--- src/rtl/muldiv_pkg.sv ---
// Shared constants and types for the iterative multiply/divide unit.
package muldiv_pkg;

   localparam int XLEN_DEFAULT = 32;

   typedef enum logic [1:0] {
      OP_MULT  = 2'b00,
      OP_MULTU = 2'b01,
      OP_DIV   = 2'b10,
      OP_DIVU  = 2'b11
   } op_e;

   typedef enum logic [1:0] {
      ST_IDLE = 2'b00,
      ST_RUN  = 2'b01,
      ST_FIX  = 2'b10
   } state_e;

endpackage

--- src/rtl/muldiv_iter.sv ---
// One-bit-per-cycle datapath: shift-add multiply and restoring shift-subtract divide
// on unsigned magnitudes. acc holds {HI-part, LO-part} of the working value.
module muldiv_iter
   import muldiv_pkg::*;
#(
   parameter int XLEN = XLEN_DEFAULT
) (
   input  logic              clk,
   input  logic              rst,
   input  logic              load,
   input  logic              step,
   input  logic              is_div,
   input  logic [XLEN-1:0]   a_in,
   input  logic [XLEN-1:0]   b_in,
   output logic [2*XLEN-1:0] acc
);

   logic [2*XLEN-1:0] acc_q, acc_d;
   logic [XLEN-1:0]   b_q, b_d;
   logic [XLEN:0]     add_sum;
   logic [XLEN:0]     trial;

   always_comb begin
      acc_d   = acc_q;
      b_d     = b_q;
      add_sum = {1'b0, acc_q[2*XLEN-1:XLEN]} + (acc_q[0] ? {1'b0, b_q} : {(XLEN+1){1'b0}});
      // Partial remainder stays below the divisor, so the shifted value fits in XLEN+1 bits
      // and bit XLEN of the difference is a reliable borrow.
      trial   = acc_q[2*XLEN-1:XLEN-1] - {1'b0, b_q};
      if (load) begin
         acc_d = {{XLEN{1'b0}}, a_in};
         b_d   = b_in;
      end else if (step) begin
         if (is_div) begin
            if (!trial[XLEN]) acc_d = {trial[XLEN-1:0], acc_q[XLEN-2:0], 1'b1};
            else              acc_d = {acc_q[2*XLEN-2:0], 1'b0};
         end else begin
            acc_d = {add_sum, acc_q[XLEN-1:1]};
         end
      end
   end

   always_ff @(posedge clk or posedge rst) begin
      if (rst) begin
         acc_q <= '0;
         b_q   <= '0;
      end else begin
         acc_q <= acc_d;
         b_q   <= b_d;
      end
   end

   assign acc = acc_q;

endmodule

--- src/rtl/muldiv_unit.sv ---
// MIPS-style HI/LO multiply/divide unit: IDLE -> RUN (XLEN iterations) -> FIX (sign fix, HI/LO write).
// MTHI/MTLO writes are accepted only while idle.
module muldiv_unit
   import muldiv_pkg::*;
#(
   parameter int XLEN  = XLEN_DEFAULT,
   parameter int CNT_W = $clog2(XLEN) + 1
) (
   input  logic            clk,
   input  logic            rst,
   input  logic            start,
   input  logic [1:0]      op,
   input  logic [XLEN-1:0] src_a,
   input  logic [XLEN-1:0] src_b,
   input  logic            hi_we,
   input  logic            lo_we,
   input  logic [XLEN-1:0] wdata,
   output logic            busy,
   output logic            done,
   output logic [XLEN-1:0] hi,
   output logic [XLEN-1:0] lo
);

   state_e          state_q, state_d;
   logic [CNT_W-1:0] cnt_q, cnt_d;
   op_e             op_q, op_d;
   logic            neg_a_q, neg_a_d;
   logic            neg_b_q, neg_b_d;
   logic            dz_q, dz_d;
   logic [XLEN-1:0] hi_q, hi_d;
   logic [XLEN-1:0] lo_q, lo_d;
   logic            busy_q, busy_d;
   logic            done_q, done_d;

   logic              is_signed_in;
   logic              in_neg_a, in_neg_b;
   logic [XLEN-1:0]   mag_a, mag_b;
   logic              load, step, is_div;
   logic [2*XLEN-1:0] acc;
   logic [2*XLEN-1:0] prod;
   logic [XLEN-1:0]   quo, rem;

   assign is_signed_in = (op_e'(op) == OP_MULT) || (op_e'(op) == OP_DIV);
   assign in_neg_a     = is_signed_in & src_a[XLEN-1];
   assign in_neg_b     = is_signed_in & src_b[XLEN-1];
   assign mag_a        = in_neg_a ? (~src_a + 1'b1) : src_a;
   assign mag_b        = in_neg_b ? (~src_b + 1'b1) : src_b;

   assign load   = (state_q == ST_IDLE) && start;
   assign step   = (state_q == ST_RUN);
   assign is_div = (op_q == OP_DIV) || (op_q == OP_DIVU);

   muldiv_iter #(.XLEN(XLEN)) u_iter (
      .clk    (clk),
      .rst    (rst),
      .load   (load),
      .step   (step),
      .is_div (is_div),
      .a_in   (mag_a),
      .b_in   (mag_b),
      .acc    (acc)
   );

   always_comb begin
      prod = (neg_a_q ^ neg_b_q) ? (~acc + 1'b1) : acc;
      quo  = acc[XLEN-1:0];
      rem  = acc[2*XLEN-1:XLEN];
      if (neg_a_q ^ neg_b_q) quo = ~quo + 1'b1;
      if (neg_a_q)           rem = ~rem + 1'b1;
      // Remainder of a divide by zero is |a| re-signed, i.e. src_a itself.
      if (dz_q)              quo = '1;
   end

   always_comb begin
      state_d = state_q;
      cnt_d   = cnt_q;
      op_d    = op_q;
      neg_a_d = neg_a_q;
      neg_b_d = neg_b_q;
      dz_d    = dz_q;
      hi_d    = hi_q;
      lo_d    = lo_q;
      done_d  = 1'b0;
      case (state_q)
         ST_IDLE: begin
            if (hi_we) hi_d = wdata;
            if (lo_we) lo_d = wdata;
            if (start) begin
               op_d    = op_e'(op);
               neg_a_d = in_neg_a;
               neg_b_d = in_neg_b;
               dz_d    = (src_b == '0);
               cnt_d   = '0;
               state_d = ST_RUN;
            end
         end
         ST_RUN: begin
            cnt_d = cnt_q + CNT_W'(1);
            if (cnt_q == CNT_W'(XLEN - 1)) state_d = ST_FIX;
         end
         ST_FIX: begin
            if (is_div) begin
               hi_d = rem;
               lo_d = quo;
            end else begin
               hi_d = prod[2*XLEN-1:XLEN];
               lo_d = prod[XLEN-1:0];
            end
            done_d  = 1'b1;
            state_d = ST_IDLE;
         end
         default: state_d = ST_IDLE;
      endcase
      busy_d = (state_d != ST_IDLE);
   end

   always_ff @(posedge clk or posedge rst) begin
      if (rst) begin
         state_q <= ST_IDLE;
         cnt_q   <= '0;
         op_q    <= OP_MULT;
         neg_a_q <= 1'b0;
         neg_b_q <= 1'b0;
         dz_q    <= 1'b0;
         hi_q    <= '0;
         lo_q    <= '0;
         busy_q  <= 1'b0;
         done_q  <= 1'b0;
      end else begin
         state_q <= state_d;
         cnt_q   <= cnt_d;
         op_q    <= op_d;
         neg_a_q <= neg_a_d;
         neg_b_q <= neg_b_d;
         dz_q    <= dz_d;
         hi_q    <= hi_d;
         lo_q    <= lo_d;
         busy_q  <= busy_d;
         done_q  <= done_d;
      end
   end

   assign busy = busy_q;
   assign done = done_q;
   assign hi   = hi_q;
   assign lo   = lo_q;

endmodule

--- config.mk ---
export PLATFORM = sky130hd
export DESIGN_NAME = muldiv_unit
export DESIGN_NICKNAME = d
export VERILOG_FILES = /design/src/rtl/muldiv_pkg.sv /design/src/rtl/muldiv_iter.sv /design/src/rtl/muldiv_unit.sv
export SDC_FILE = /design/constraint.sdc
export NUM_CORES = 1
export LEC_CHECK = 0
export CELL_PAD_IN_SITES_DETAIL_PLACEMENT = 0
export CELL_PAD_IN_SITES_GLOBAL_PLACEMENT = 1
export CORE_UTILIZATION = 43
export DETAILED_ROUTE_END_ITERATION = 6
export PLACE_DENSITY_LB_ADDON = 0.12
export SKIP_CTS_REPAIR_TIMING = 1
export SLEW_MARGIN = 10
export SYNTH_ARGS = -nofsm -noshare
export SYNTH_HDL_FRONTEND = slang
export SYNTH_SLANG_ARGS = --single-unit
--- constraint.sdc ---
create_clock -name clk -period 7.34 [get_ports clk]
set_input_delay 1.468 -clock clk [delete_from_list [all_inputs] [get_ports clk]]
set_output_delay 1.468 -clock clk [all_outputs]
set_load 0.03 [all_outputs]
Yosys cells after proc, flatten, opt, wreduce, memory -nomap -nowiden
Index checks and enable logic that the tools add are counted.
{"block": "op_classes", "n_reduce_logical": 14, "addsub": 8, "mux": 23, "bitwise_logic": 8, "eq_ne": 9}
{"cell": "$mux 32", "n": 10}
{"cell": "$mux 64", "n": 5}
{"cell": "$add 32x1->32 const B", "n": 4}
{"cell": "$not 32->32", "n": 4}
{"cell": "$pmux 32 s2", "n": 2}
{"cell": "$add 64x1->64 const B", "n": 1}
{"cell": "$not 64->64", "n": 1}
{"cell": "$add 32x33->33", "n": 1}
{"cell": "$sub 33x32->33", "n": 1}
{"cell": "$logic_not 32->1", "n": 1}
{"cell": "$pmux 6 s2", "n": 1}
{"cell": "$eq 2x2->1 const B", "n": 4}
{"cell": "$reduce_and 2->1", "n": 4}
{"cell": "$reduce_bool 2->1", "n": 4}
{"cell": "$add 6x1->6 const B", "n": 1}
{"cell": "$eq 6x5->1 const B", "n": 1}
{"cell": "$mux 6", "n": 1}
{"cell": "$ne 2x2->1 const B", "n": 3}
{"cell": "$logic_not 2->1", "n": 2}
{"cell": "$mux 2", "n": 2}
{"cell": "$pmux 2 s2", "n": 1}
{"cell": "$and 1x1->1", "n": 2}
{"cell": "$eq 2x1->1 const B", "n": 1}
{"cell": "$logic_or 1x1->1", "n": 2}
{"cell": "other kinds (3)", "n": 3}
{"block": "word_totals", "word_cells": 74, "input_bits": 103, "reg_bits": 175}

Depth between registers and ports, before layout
{"block": "logic_depth", "ltp_word": 6, "depth_mapped": 16}

Hierarchy
From an unflattened synthesis, not the netlist that was laid out.
{"block": "unflattened", "hier_cells": 1939, "hier_area_um2": 15290.9}
{"module": "muldiv_iter", "cells_per_inst": 1015, "instances": 1, "seq_area_each_um2": 2402.3, "area_per_inst_um2": 8247.9}
{"module": "muldiv_unit", "cells_per_inst": 924, "instances": 1, "seq_area_each_um2": 1951.9, "area_per_inst_um2": 7043.0}

Worst setup path before layout
OpenSTA, ideal clock, no wires.
{"block": "synth_path", "path_kind": "input-to-reg", "start": "input src_b[6]", "end": "register u_iter.b_q[25]", "required_ns": 7.207, "stages": 8, "path_slack_ns": 3.863, "n_path_buf": 0, "arrival_ns": 3.344, "cell_sequence": "or4_1 nor2_1 nand2_1 nor4_1 nand3_1 o41ai_1 xor2_1 o21ai_0"}
{"block": "synth_via", "elab_chain_cells": 3}
{"item": "start, declared", "line": "muldiv_unit.sv:14", "text": "input logic [XLEN-1:0] src_b,"}
{"item": "$not 32->32", "line": "muldiv_unit.sv:47", "text": "assign mag_b = in_neg_b ? (~src_b + 1'b1) : src_b;"}
{"item": "$add 32x1->32", "line": "muldiv_unit.sv:47"}
{"item": "$mux 32", "line": "muldiv_unit.sv:47"}
{"item": "end signal, assigned", "line": "muldiv_iter.sv:46", "text": "b_q <= '0;"}
{"item": "end signal, assigned", "line": "muldiv_iter.sv:49", "text": "b_q <= b_d;"}
{"item": "end, declared", "line": "muldiv_iter.sv:19", "text": "logic [XLEN-1:0] b_q, b_d;"}
Every way passes these cells.
A chain may end at the register's enable or synchronous reset.

Worst setup path in the final report
{"block": "layout_path", "start": "register u_iter.acc_q[0], in the netlist u_iter.acc[0]", "end": "register u_iter.acc_q[61], in the netlist u_iter.acc[61]"}
{"block": "layout_via", "elab_chain_cells": 5}
{"item": "start, declared", "line": "muldiv_iter.sv:18", "text": "logic [2*XLEN-1:0] acc_q, acc_d;"}
{"item": "start signal, assigned", "line": "muldiv_iter.sv:45", "text": "acc_q <= '0;"}
{"item": "start signal, assigned", "line": "muldiv_iter.sv:48", "text": "acc_q <= acc_d;"}
{"item": "$mux 32", "line": "muldiv_iter.sv:26", "text": "add_sum = {1'b0, acc_q[2*XLEN-1:XLEN]} + (acc_q[0] ? {1'b0, b_q} : {(XLEN+1){1'b0}});"}
{"item": "$add 32x33->33", "line": "muldiv_iter.sv:26"}
{"item": "$mux 64", "line": "muldiv_iter.sv:34", "text": "if (is_div) begin"}
{"item": "$mux 64", "line": "muldiv_iter.sv:33", "text": "end else if (step) begin"}
{"item": "$mux 64", "line": "muldiv_iter.sv:30", "text": "if (load) begin"}
Every way passes these cells. The select of a mux whose other input is x is not followed.

==> metrics.txt <==
Final Hold Fails 0; hold path startpoint u_iter.b_q[22]$_DFFE_PP0P_; vias ~14,000; Worst R2R Path Depth 13; Final Wtd Congestion a little over 0.9; Worst Hold Path Cells 2; run status finished, final reports clean; initial antenna violation count 1; chip width 184 µm; Skew-Pair Late Insertion Delay 450 ps; Num CTS Buffers 17; setup tns final 0 ps; CTS tree yes; Synth warnings 0; Buffers on Ports between 150 and 200; H-tree Lvls 4; flop2flop setup slack ~3200 ps; routed wire length approximately 46,000 µm; WL/cell 19.8 µm; Slew headroom roughly a fifth; die area approximately 34,000 µm²; first drt pass iteration count 5; critical path data required time 7630 ps; Setup violations, final 0; Synth Flop Type dfrtp_1; post-synth cell types 81; I/O Pins approximately 170; Worst Hold Class flip-flop to flip-flop; Starting Density a little over two fifths; DRC Markers 0; FF-to-FF Start u_iter.acc[0]$_DFFE_PP0P_; Avg Inst Size Synth ~7.9 µm²; Synth Register Bits between 150 and 200; count leader, synth o21ai_0; fmax about 240 MHz; top cell type's share of synthesized area just over 30%; leading area contributor after synthesis dfrtp_1; Setup CP Type flip-flop to flip-flop; Peak VDD IR between 0.0002 and 0.00025 V; Final ANT Viol Nets 0; peak fanout along the critical path 19; fin nets around 2,000; Mapped Area 14,200 µm²; hpwl dp between 30,000 and 40,000 µm; Post-synth top cells o21ai_0 (203), nand2_1 (190), dfrtp_1 (174), a21oi_1 (154), nor2_1 (148); fin crit share a little under three fifths; largest net degree at the start of global routing 124; Die Ht 184 µm; Layout Area Growth over Synthesis 17.6%; Worst Skew between 10 and 15 ps; Synth Instances between 1,500 and 2,000; min cycle time layout about 4100 ps; setup repair after global routing missed its margin no; GR Util All Layers ~28%; share of cells above drive strength 1 under 10%; reg2reg end u_iter.acc[61]$_DFFE_PP0P_; Root Buffer clkbuf_16; number of DRC markers in iteration 0 roughly 1,000; Worst Tran Pin Value approximately 1200 ps; Rows 66; Worst Hold End u_iter.b_q[22]$_DFFE_PP0P_; worst slack, placed between 2000 and 3000 ps; EDFF count, synth 0; PwrDens 446 nW/µm²; clk slew on worst S/H paths 80 ps; first-pass GRT wire length just over 70,000 µm; vias per cell 5.82; grt total ovfl 0; Slew Limit Fails 0; Async S/R FF share, synth 100%; Critical Path Start u_iter.acc[0]$_DFFE_PP0P_; MaxCap Viol Count 0; WP data arrival between 4000 and 5000 ps; fill cell count roughly 3,200; Longest Clk Path Bufs 2; final worst slack around 3200 ps; crit path capture type flip-flop; P_leak 6.91 nW; Mapped Nets between 1,500 and 2,000; Clock Sinks roughly 170; CORE AREA 32,500 µm²; CP Launch Type flip-flop; sequential fraction of the synthesis area around 31%; vias in the first global route between 10,000 and 15,000; Area contributors post-synth dfrtp_1 (31%), o21ai_0 (7.2%), ha_1 (6.1%), xnor2_1 (5.9%), a21oi_1 (5.4%)
==> logic make-up after synthesis <==
family                   synth area share (%)
adder cells (fa/ha/maj)                  6.36
buffers and inverters                    5.02
multiplexers                             3.03
AO/OA/AOI/OAI                            26.2
AND/OR/NAND/NOR                          18.3
flip-flops                               30.7
XOR/XNOR                                 10.4
==> layout by cell type, fill, tap and decap left out, types with 15 or more instances in the layout <==
cell type	instances
a21o_1	29
a21oi_1	154
a31oi_1	22
and3_1	16
buf_4	15
clkbuf_16	17
clkdlybuf4s50_1	168
dfrtp_1	173
ha_1	69
inv_1	64
mux2i_1	43
nand2_1	189
nand2b_1	20
nand3_1	18
nor2_1	147
nor3_1	41
nor4_1	19
o211ai_1	33
o21ai_0	203
o22ai_1	40
o31ai_1	17
or3_1	22
xnor2_1	95
xor2_1	72
==> power breakdown <==
part / total [W] / internal [W] / switching [W] / leakage [nW]
clock network: 0.000922 / 0.000497 / 0.000425 / 0.277
registers: 0.00193 / 0.00132 / 0.000612 / 2.10
logic: 0.00460 / 0.00190 / 0.00270 / 4.53
total: 0.00745 / 0.00372 / 0.00374 / 6.91
==> area by class of cell <==
cell class | instances | area (µm²) | share of cell area (%)
sequential | 174 | 4360 | 26.1
clock buffer | 21 | 470 | 2.82
multi-input combinational | 1433 | 9170 | 54.9
inverter | 66 | 253 | 1.51
clock inverter | 10 | 103 | 0.615
antenna | 1 | 2.50 | 0.0150
timing repair buffer | 183 | 1790 | 10.7
tap | 442 | 553 | 3.31
==> critical path, cell delays in order, from the launching register on <==
cell	delay [ps]
dfrtp_1	530
inv_1	550
nor2_1	120
ha_1	370
nor2b_1	210
o31a_1	190
o31ai_1	130
o31a_1	370
o211a_1	300
o31ai_1	600
a221o_1	330
mux2i_1	100
nor2_1	100
o21ai_0	80
==> flip-flops by register name (all words and copies together), names as in the netlist <==
| signal | flops |
|---|---|
| dz_q | 1 |
| busy | 1 |
| u_iter.acc | 64 |
| neg_a_q | 1 |
| state_q | 2 |
| u_iter.b_q | 32 |
| cnt_q | 6 |
| done | 1 |
| op_q | 1 |
| neg_b_q | 1 |
| hi | 32 |
| lo | 32 |
==> per-layer routing <==
metal,global-route usage [%],share of wire [%],up-vias
met2,42.3,44,403
met4,7.67,1.8,0
li1,-,-,6611
met3,4.16,5.3,43
met5,0,0,-
met1,41.1,49,6492
==> how the worst max path moves through the flow <==
| stage | to | slack, ps | cells past startpoint |
|---|---|---|---|
| final | u_iter.acc[61]$_DFFE_PP0P_ | 3190 | 13 |
| after global routing | u_iter.acc[58]$_DFFE_PP0P_ | 2960 | 12 |
| after CTS | u_iter.acc[58]$_DFFE_PP0P_ | 3220 | 13 |
| after detailed placement | u_iter.acc[30]$_DFFE_PP0P_ | 2990 | 10 |
| after global placement | u_iter.acc[30]$_DFFE_PP0P_ | 3040 | 11 |
| after floorplan | busy$_DFF_PP0_ | 1160 | 1 |
==> through the flow <==
stage	util, %	cell area (µm²)	instances	hold slack [ps]	total power, W
after global placement	49.5	16100	2298	461	0.00644
after global routing	51.3	16700	2330	498	0.00802
after CTS	51.3	16700	2329	486	0.00742
final	51.3	16700	2330	478	0.00745
after detailed placement	49.5	16100	2298	470	0.00648
after floorplan	-	14200	1791	444	0.00511
No activity file was read; power rests on OpenSTA's default activity.
